--- src/rtl/kuz_rk_ctrl.sv ---
// Round-key store controller for the Kuznyechik core.
// Streams NROUNDS round keys into the external round-key RAM, then
// sequences the RAM read address for the cipher datapath: ascending
// for encryption, descending for decryption. A run is refused while the
// key set is missing or only partly loaded.
//
// Handshake: a key word moves when kl_valid & kl_ready are both high on
// a rising edge. kl_valid may rise or fall freely. kl_ready never depends
// on kl_valid. kl_ready is low in RUN, and also in READY while run_start
// is high, so a run request beats a simultaneous key word.
module kuz_rk_ctrl #(
  parameter int LOG2_L  = 4,
  parameter int NROUNDS = 10
) (
  input  logic              clk,
  input  logic              rst_n,
  input  logic              kl_valid,
  output logic              kl_ready,
  input  logic [127:0]      kl_data,
  input  logic              run_start,
  input  logic              run_dec,
  input  logic              run_next,
  output logic              run_busy,
  output logic [LOG2_L-1:0] run_idx,
  output logic              run_last,
  output logic              run_done,
  output logic              run_err,
  output logic              keys_ok,
  output logic              ram_we,
  output logic [LOG2_L-1:0] ram_d_a,
  output logic [127:0]      ram_d,
  output logic [LOG2_L-1:0] ram_q_a,
  output logic [1:0]        dbg_state
);

  localparam logic [LOG2_L-1:0] LAST_IDX = LOG2_L'(NROUNDS - 1);
  localparam logic [LOG2_L-1:0] ONE      = LOG2_L'(1);

  typedef enum logic [1:0] {
    ST_EMPTY = 2'd0,
    ST_LOAD  = 2'd1,
    ST_READY = 2'd2,
    ST_RUN   = 2'd3
  } state_t;

  state_t              r_state;
  logic [LOG2_L-1:0]   r_wcnt;
  logic [LOG2_L-1:0]   r_idx;
  logic                r_dec;
  logic                r_keys_ok;
  logic                r_done;
  logic                r_err;

  state_t              w_state_nxt;
  logic [LOG2_L-1:0]   w_wcnt_nxt;
  logic [LOG2_L-1:0]   w_idx_nxt;
  logic                w_dec_nxt;
  logic                w_keys_ok_nxt;
  logic                w_done_nxt;
  logic                w_err_nxt;

  logic                w_kl_ready;
  logic                w_accept;
  logic                w_in_run;
  logic                w_last;

  assign w_in_run   = (r_state == ST_RUN);
  assign w_kl_ready = !w_in_run && !((r_state == ST_READY) && run_start);
  assign w_accept   = kl_valid && w_kl_ready;
  assign w_last     = w_in_run && (r_dec ? (r_idx == '0) : (r_idx == LAST_IDX));

  // State and registered outputs.
  always_ff @(posedge clk) begin
    if (!rst_n) begin
      r_state   <= ST_EMPTY;
      r_wcnt    <= '0;
      r_idx     <= '0;
      r_dec     <= 1'b0;
      r_keys_ok <= 1'b0;
      r_done    <= 1'b0;
      r_err     <= 1'b0;
    end else begin
      r_state   <= w_state_nxt;
      r_wcnt    <= w_wcnt_nxt;
      r_idx     <= w_idx_nxt;
      r_dec     <= w_dec_nxt;
      r_keys_ok <= w_keys_ok_nxt;
      r_done    <= w_done_nxt;
      r_err     <= w_err_nxt;
    end
  end

  // Next-state: key load counting, run sequencing and refusal pulses.
  always_comb begin
    w_state_nxt   = r_state;
    w_wcnt_nxt    = r_wcnt;
    w_idx_nxt     = r_idx;
    w_dec_nxt     = r_dec;
    w_keys_ok_nxt = r_keys_ok;
    w_done_nxt    = 1'b0;
    w_err_nxt     = 1'b0;

    case (r_state)
      ST_EMPTY, ST_READY: begin
        if ((r_state == ST_READY) && run_start) begin
          w_idx_nxt   = run_dec ? LAST_IDX : '0;
          w_dec_nxt   = run_dec;
          w_state_nxt = ST_RUN;
        end else begin
          if (run_start) begin
            w_err_nxt = 1'b1;
          end
          // First word of a fresh set invalidates whatever was stored.
          if (w_accept) begin
            if (LAST_IDX == '0) begin
              w_wcnt_nxt    = '0;
              w_keys_ok_nxt = 1'b1;
              w_state_nxt   = ST_READY;
            end else begin
              w_wcnt_nxt    = ONE;
              w_keys_ok_nxt = 1'b0;
              w_state_nxt   = ST_LOAD;
            end
          end
        end
      end

      ST_LOAD: begin
        if (run_start) begin
          w_err_nxt = 1'b1;
        end
        if (w_accept) begin
          if (r_wcnt == LAST_IDX) begin
            w_wcnt_nxt    = '0;
            w_keys_ok_nxt = 1'b1;
            w_state_nxt   = ST_READY;
          end else begin
            w_wcnt_nxt = r_wcnt + ONE;
          end
        end
      end

      ST_RUN: begin
        if (run_next) begin
          if (w_last) begin
            w_idx_nxt   = '0;
            w_done_nxt  = 1'b1;
            w_state_nxt = ST_READY;
          end else begin
            w_idx_nxt = r_dec ? (r_idx - ONE) : (r_idx + ONE);
          end
        end
      end

      default: begin
        w_state_nxt = ST_EMPTY;
      end
    endcase
  end

  assign kl_ready  = w_kl_ready;
  assign ram_we    = w_accept;
  assign ram_d_a   = r_wcnt;
  assign ram_d     = kl_data;
  assign ram_q_a   = w_in_run ? r_idx : '0;
  assign run_busy  = w_in_run;
  assign run_idx   = r_idx;
  assign run_last  = w_last;
  assign run_done  = r_done;
  assign run_err   = r_err;
  assign keys_ok   = r_keys_ok;
  assign dbg_state = r_state;

endmodule

--- config.mk ---
export PLATFORM = sky130hd
export DESIGN_NAME = kuz_rk_ctrl
export DESIGN_NICKNAME = d
export VERILOG_FILES = /design/src/rtl/kuz_rk_ctrl.sv
export SDC_FILE = /design/constraint.sdc
export NUM_CORES = 1
export LEC_CHECK = 0
export ABC_CLOCK_PERIOD_IN_PS = 4800
export CELL_PAD_IN_SITES_DETAIL_PLACEMENT = 1
export CELL_PAD_IN_SITES_GLOBAL_PLACEMENT = 1
export CORE_MARGIN = 3
export CORE_UTILIZATION = 14
export CTS_CLUSTER_SIZE = 8
export DETAILED_ROUTE_END_ITERATION = 8
export PLACE_DENSITY = 0.88
export SLEW_MARGIN = 30
export SYNTH_ARGS = -nofsm -noshare
export SYNTH_HDL_FRONTEND = slang
export SYNTH_SLANG_ARGS = --single-unit
--- constraint.sdc ---
create_clock -name clk -period 4.8 [get_ports clk]
set_clock_uncertainty 0.1 [all_clocks]
set_input_delay 0.48 -clock clk [delete_from_list [all_inputs] [get_ports clk]]
set_output_delay 0.48 -clock clk [all_outputs]
set_load 0.02 [all_outputs]
==> metrics.md, run 1 <==
| Metric | Value |
|---|---|
| Largest area contributor in the netlist | buf_4 |
| Least-Margin Pin Slew | 0.497 ns |
| Hold Buf Count CTS | 0 |
| GP Congestion | 0.772 |
| Pwr per Cell Area | 239 nW/µm² |
| Reg-to-reg setup timing slack | 2.92 ns |
| Gate count of the mapped netlist | 225 |
| Outcome | finished, final reports clean |
| Final nets | 262 |
| Seq/Total Area, Yosys | 15.8% |
| Synth Area in Simple Gates | 13.5% |
| Die area | 14,100 µm² |
| Static leakage | 0.479 nW |
| Wire length per cell | 13.8 µm |
| Synth Warn # | 0 |
| Syn_area_per_cell | 7.91 µm² |
| Vias per Instance | 3.27 |
| Layout area overhead | -24.2% |
| Number of buffers added on ports | 26 |
| Data arrival, critical path | 2.10 ns |
| Antenna violations before repair | 0 |
| Worst skew pair latency | 0.24 ns |
| WHS Endpoint | keys_ok |
| Fmax | 374 MHz |
| Pin count of the biggest net entering global routing | 16 |
| I/O Pins | 283 |
| Die width | 119 µm |
| Worst hold path cell count | 2 |
| Max Slew Vio Count | 0 |
| Tot Pwr | 0.000322 W |
| Maxcap violations | 0 |
| Fill cells | 1,483 |
| Design Area, Final | 1350 µm² |
| CP Launch Type | input port |
| DP Area | 1260 µm² |
| Post-synth EDFFs | 0 |
| Reg-to-reg endpoint | ram_d_a[2] |
| Layout cell share with drive strength beyond 1 | 3.28% |
| Post-synthesis xor/xnor area fraction | 0.985% |
| Core area | 12,200 µm² |
| CTS Buffer Depth | 2 |
| Cell Area, Synth | 1780 µm² |
| Diodes inserted | 0 |
| CP required | 4.22 ns |
| TritonRoute pass-1 iters | 4 |
| Clock sinks | 14 |
| Routed WL | 4000 µm |
| GRT Overall Usage | 5.52% |
| RSZ-0062 raised after global routing | false |
| Share of the synthesized area in the top cell type | 54.0% |
| Adder-Cell Fraction of Synth Area | 3.94% |
| DR vias | 947 |
| Core Rows | 40 |
| Syn_nets | 364 |
| Htree depth | 1 |
| Final Critical Period | 2.68 ns |
| #FFs+latches synth | 14 |
| Share of flip-flops with an asynchronous set or reset | 0% |
| DRT iter0 DRCs | 44 |
| CTS tree | yes |
| Worst VDD drop | 0.0553 mV |
| CTS buffer count | 3 |
| Hold Violations, Final | 0 |
| Final setup vio count | 0 |
| Main flop type after synthesis | dfxtp_1 |
| Yosys cell types | 35 |
| Clk pin slew, worst setup/hold paths | 0.05 ns |
| Final TNS setup | 0 ns |
| Crit. End Element | primary output |
| Final worst path period share | 55.8% |
| Synth Area in Compound Gates | 9.00% |
| RR Startpoint | ram_d_a[1] |
| Largest family of logic cells by synthesized area | buffers and inverters |
| Worst Hold Launch | keys_ok |
| Residual DRC | 0 |
| First-pass GRT wire length | 6020 µm |
| CP Class | in2out |
| Die Span Y | 119 µm |
| Dpl hpwl | 3250 µm |
| Top cells by area, synth | buf_4, dfxtp_1, and3_1 |
| Slew margin rel. | 66.8% |
| CTS root buf | clkbuf_16 |
| CTS resizes | 0 |
| Vias in the first global route | 1,050 |
| Post-CTS setup buffer count | 0 |
| Antenna-violating nets left | 0 |
| Mux cell area share after synthesis | 0.563% |
| Worst Path Max Fanout | 5 |
| Worst hold path type | reg2reg |
| Initial Util | 14.6% |
| Reg2Reg Depth | 6 |
| Global route overflow | 0 |
==> worst max-delay path by stage <==
stage / startpoint / endpoint
CTS: run_start / ram_we
finish: run_start / ram_we
global route: r_dec / run_last
floorplan: run_start / ram_we
detailed placement: run_start / ram_we
global placement: run_start / ram_we
==> cell usage in the layout (no fill, tap or decap), types with 2 or more instances in the layout <==
cell,instances
o21ai_0,9
xor2_1,2
clkbuf_16,3
nand3_1,3
clkdlybuf4s50_1,26
ha_1,4
and2_1,2
and3b_1,2
nor3b_1,2
a31oi_1,2
a21oi_1,4
dfxtp_1,14
a21boi_0,4
inv_1,3
and3_1,8
a21boi_1,2
nor2_1,4
nand2b_1,4
nand2_1,7
nand4_1,2
nor2b_1,2
==> stage by stage <==
step | std cells | setup slack, ns | util, % | hold WS (ns)
finish | 290 | 2.12 | 11.0 | 0.412
global route | 290 | 2.03 | 11.0 | 0.431
CTS | 290 | 2.13 | 11.0 | 0.405
detailed placement | 286 | 2.14 | 10.3 | 0.397
global placement | 286 | 2.18 | 10.3 | 0.391
floorplan | 225 | 2.82 | - | 0.457
==> sequential cells by signal, summed over array words and instances, names as in the netlist <==
name	flops
run_done	1
run_idx	4
run_err	1
ram_d_a	4
keys_ok	1
r_dec	1
dbg_state	2
==> cell families after synthesis <==
kind of cell,Yosys count
buf+inv,136
simple gates,41
compound gates,26
flops,14
fa+ha+maj,5
xor+xnor,2
mux,1
==> Yosys cell counts, drive strengths merged (2+ instances only) <==
master	number
nand3	3
nor2	4
xor2	2
nor3b	2
a31oi	2
buf	131
inv	3
a21oi	4
nand2	7
nor2b	2
nand2b	4
and3b	2
dfxtp	14
nand4	2
and2	2
a21boi	6
ha	4
and3	8
clkbuf	2
o21ai	10
==> where the power goes <==
| part | leakage (nW) | internal, W | switching, W |
|---|---|---|---|
| registers | 0.114 | 0.000118 | 0.00000368 |
| clock network | 0.0442 | 0.000126 | 0.0000490 |
| logic | 0.321 | 0.0000122 | 0.0000127 |
==> critical path, cell delays in order <==
cell	delay, ns
clkdlybuf4s50_1	0.49
o21ai_0	0.24
nand2_1	0.15
inv_1	0.13
clkdlybuf4s50_1	0.61
==> area by class of cell <==
| class | count | area (µm²) | area share (%) |
|---|---|---|---|
| Multi-Input combinational cell | 75 | 498 | 36.9 |
| Inverter | 3 | 11.3 | 0.835 |
| Tap cell | 168 | 210 | 15.6 |
| Clock buffer | 4 | 88.8 | 6.59 |
| Sequential cell | 14 | 280 | 20.8 |
| Timing Repair Buffer | 26 | 260 | 19.3 |
==> routing by layer <==
layer  vias to the layer above  GRT usage, %  routed length (µm)
met3                        44          2.78                 441
met4                         0          4.42                 255
met1                       454          4.98                1360
li1                        396             -                   -
met5                         -             0                   0
met2                        53          9.31                1940
Power figures use the tool's default switching activity.
==> run 2, diff against run 1 <==
ABC_CLOCK_PERIOD_IN_PS = 2500   (was 4800)
CORE_UTILIZATION = 13   (was 14)
PLACE_DENSITY = 0.83   (was 0.88)
clock period = 2.5 ns   (was 4.8 ns; I/O delays follow)
==> metrics.md, run 2 (synthesis gave the netlist of run 1 again) <==
| Metric | Value |
|---|---|
| Worst VDD drop | 0.186 mV |
| Pin count of the biggest net entering global routing | 15 |
| Htree depth | 1 |
| Dpl hpwl | 3050 µm |
| CTS buffer count | 3 |
| CTS Buffer Depth | 2 |
| Most frequent cells in the layout | clkdlybuf4s50_1, dfxtp_1, o21ai_0 |
| Least-Margin Pin Slew | 0.497 ns |
| CP Launch Type | flop |
| CTS resizes | 0 |
| Outcome | finished, final reports clean |
| DR top layer | met4 |
| Crit. End Element | primary output |
| Hold Buf Count CTS | 0 |
| WL met1 | 1280 µm |
| Final setup vio count | 0 |
| Core area | 13,300 µm² |
| Met2 wire len | 1500 µm |
| I/O Pins | 283 |
| Static leakage | 0.490 nW |
| Diodes inserted | 0 |
| Data arrival, critical path | 1.97 ns |
| Layout area overhead | -22.8% |
| Max Slew Vio Count | 0 |
| CTS tree | yes |
| Commonest non-fill, non-tap cell in the layout | clkdlybuf4s50_1 |
| GRT Overall Usage | 4.98% |
| Initial Util | 13.4% |
| RSZ-0062 raised after global routing | false |
| Final worst path period share | 92.7% |
| Vias in the first global route | 1,060 |
| Final Critical Period | 2.32 ns |
| Final TNS setup | 0 ns |
| Fmax | 431 MHz |
| DR vias | 982 |
| Antenna-violating nets left | 0 |
| Inst Count DP | 296 |
| Routed WL | 3870 µm |
| GP Congestion | 0.713 |
| Wire length per cell | 12.9 µm |
| Worst Path Max Fanout | 7 |
| Global route overflow | 0 |
| Die width | 123 µm |
| Post-CTS setup buffer count | 0 |
| CP required | 2.15 ns |
| CP Class | reg2out |
| CTS root buf | clkbuf_16 |
| Met3 Wirelength | 704 µm |
| Hold Violations, Final | 0 |
| Fill cells | 1,565 |
| Final Non-Filler Cells | 300 |
| Number of buffers added on ports | 26 |
| Slew margin rel. | 66.8% |
| Clock sinks | 14 |
| TritonRoute pass-1 iters | 4 |
| DRT iter0 DRCs | 32 |
| Layout cell share with drive strength beyond 1 | 4.84% |
| Vias per Instance | 3.27 |
| Die area | 15,100 µm² |
| Worst hold path type | in2out |
| Worst skew pair latency | 0.25 ns |
| Pwr per Cell Area | 455 nW/µm² |
| Clk pin slew, worst setup/hold paths | 0.05 ns |
| Antenna violations before repair | 0 |
| Residual DRC | 0 |
| First-pass GRT wire length | 5860 µm |
| Final nets | 264 |
| Core Rows | 42 |
| Die Span Y | 123 µm |
| Maxcap violations | 0 |
run 2: metal layers:
metal	GRT usage, %	vias to the layer above
met2	6.73	89
met1	4.39	434
met3	3.84	60
li1	-	399
met4	5.61	0
met5	0	-
run 2: final cells by class:
type                       instances  area [µm²]  area share [%]
clock buffer                       4        88.8            6.47
sequential                        14         280            20.4
timing repair buffer              28         275            20.0
tap                              176         220            16.0
multi-input combinational         75         498            36.2
inverter                           3        11.3           0.820
run 2: where the power goes:
group          internal (W)  switching [W]
logic             0.0000248      0.0000265
registers          0.000227     0.00000470
clock network      0.000243      0.0000992
run 2: through the flow:
| stage | area (µm²) | worst slack (ns) | utilization (%) | hold slack, ns | total power [W] |
|---|---|---|---|---|---|
| after floorplan | 1780 | 0.640 | - | 0.288 | 0.000559 |
| after global routing | 1370 | 0.0124 | 10.3 | 0.400 | 0.000654 |
| after detailed placement | 1280 | 0.316 | 9.66 | 0.400 | 0.000288 |
| after CTS | 1370 | 0.172 | 10.3 | 0.400 | 0.000636 |
| after global placement | 1280 | 0.349 | 9.66 | 0.399 | 0.000287 |
| final | 1370 | 0.182 | 10.3 | 0.400 | 0.000625 |
run 2: final timing paths:
kind	startpoint	end	slack (ns)	cells after the start
worst max register to register	ram_d_a[1]	ram_d_a[2]	0.66	6
worst max-delay path	r_dec	run_last	0.18	4
worst min-delay path	kl_data[105]	ram_d[105]	0.40	0
worst min register to register	ram_d_a[3]	ram_d_a[3]	0.41	2
run 2: critical path, cell delays in order, from the launching register on:
cell	delay, ns
dfxtp_1	0.46
and3b_1	0.22
o21ai_1	0.37
nor2b_1	0.11
clkdlybuf4s50_1	0.56
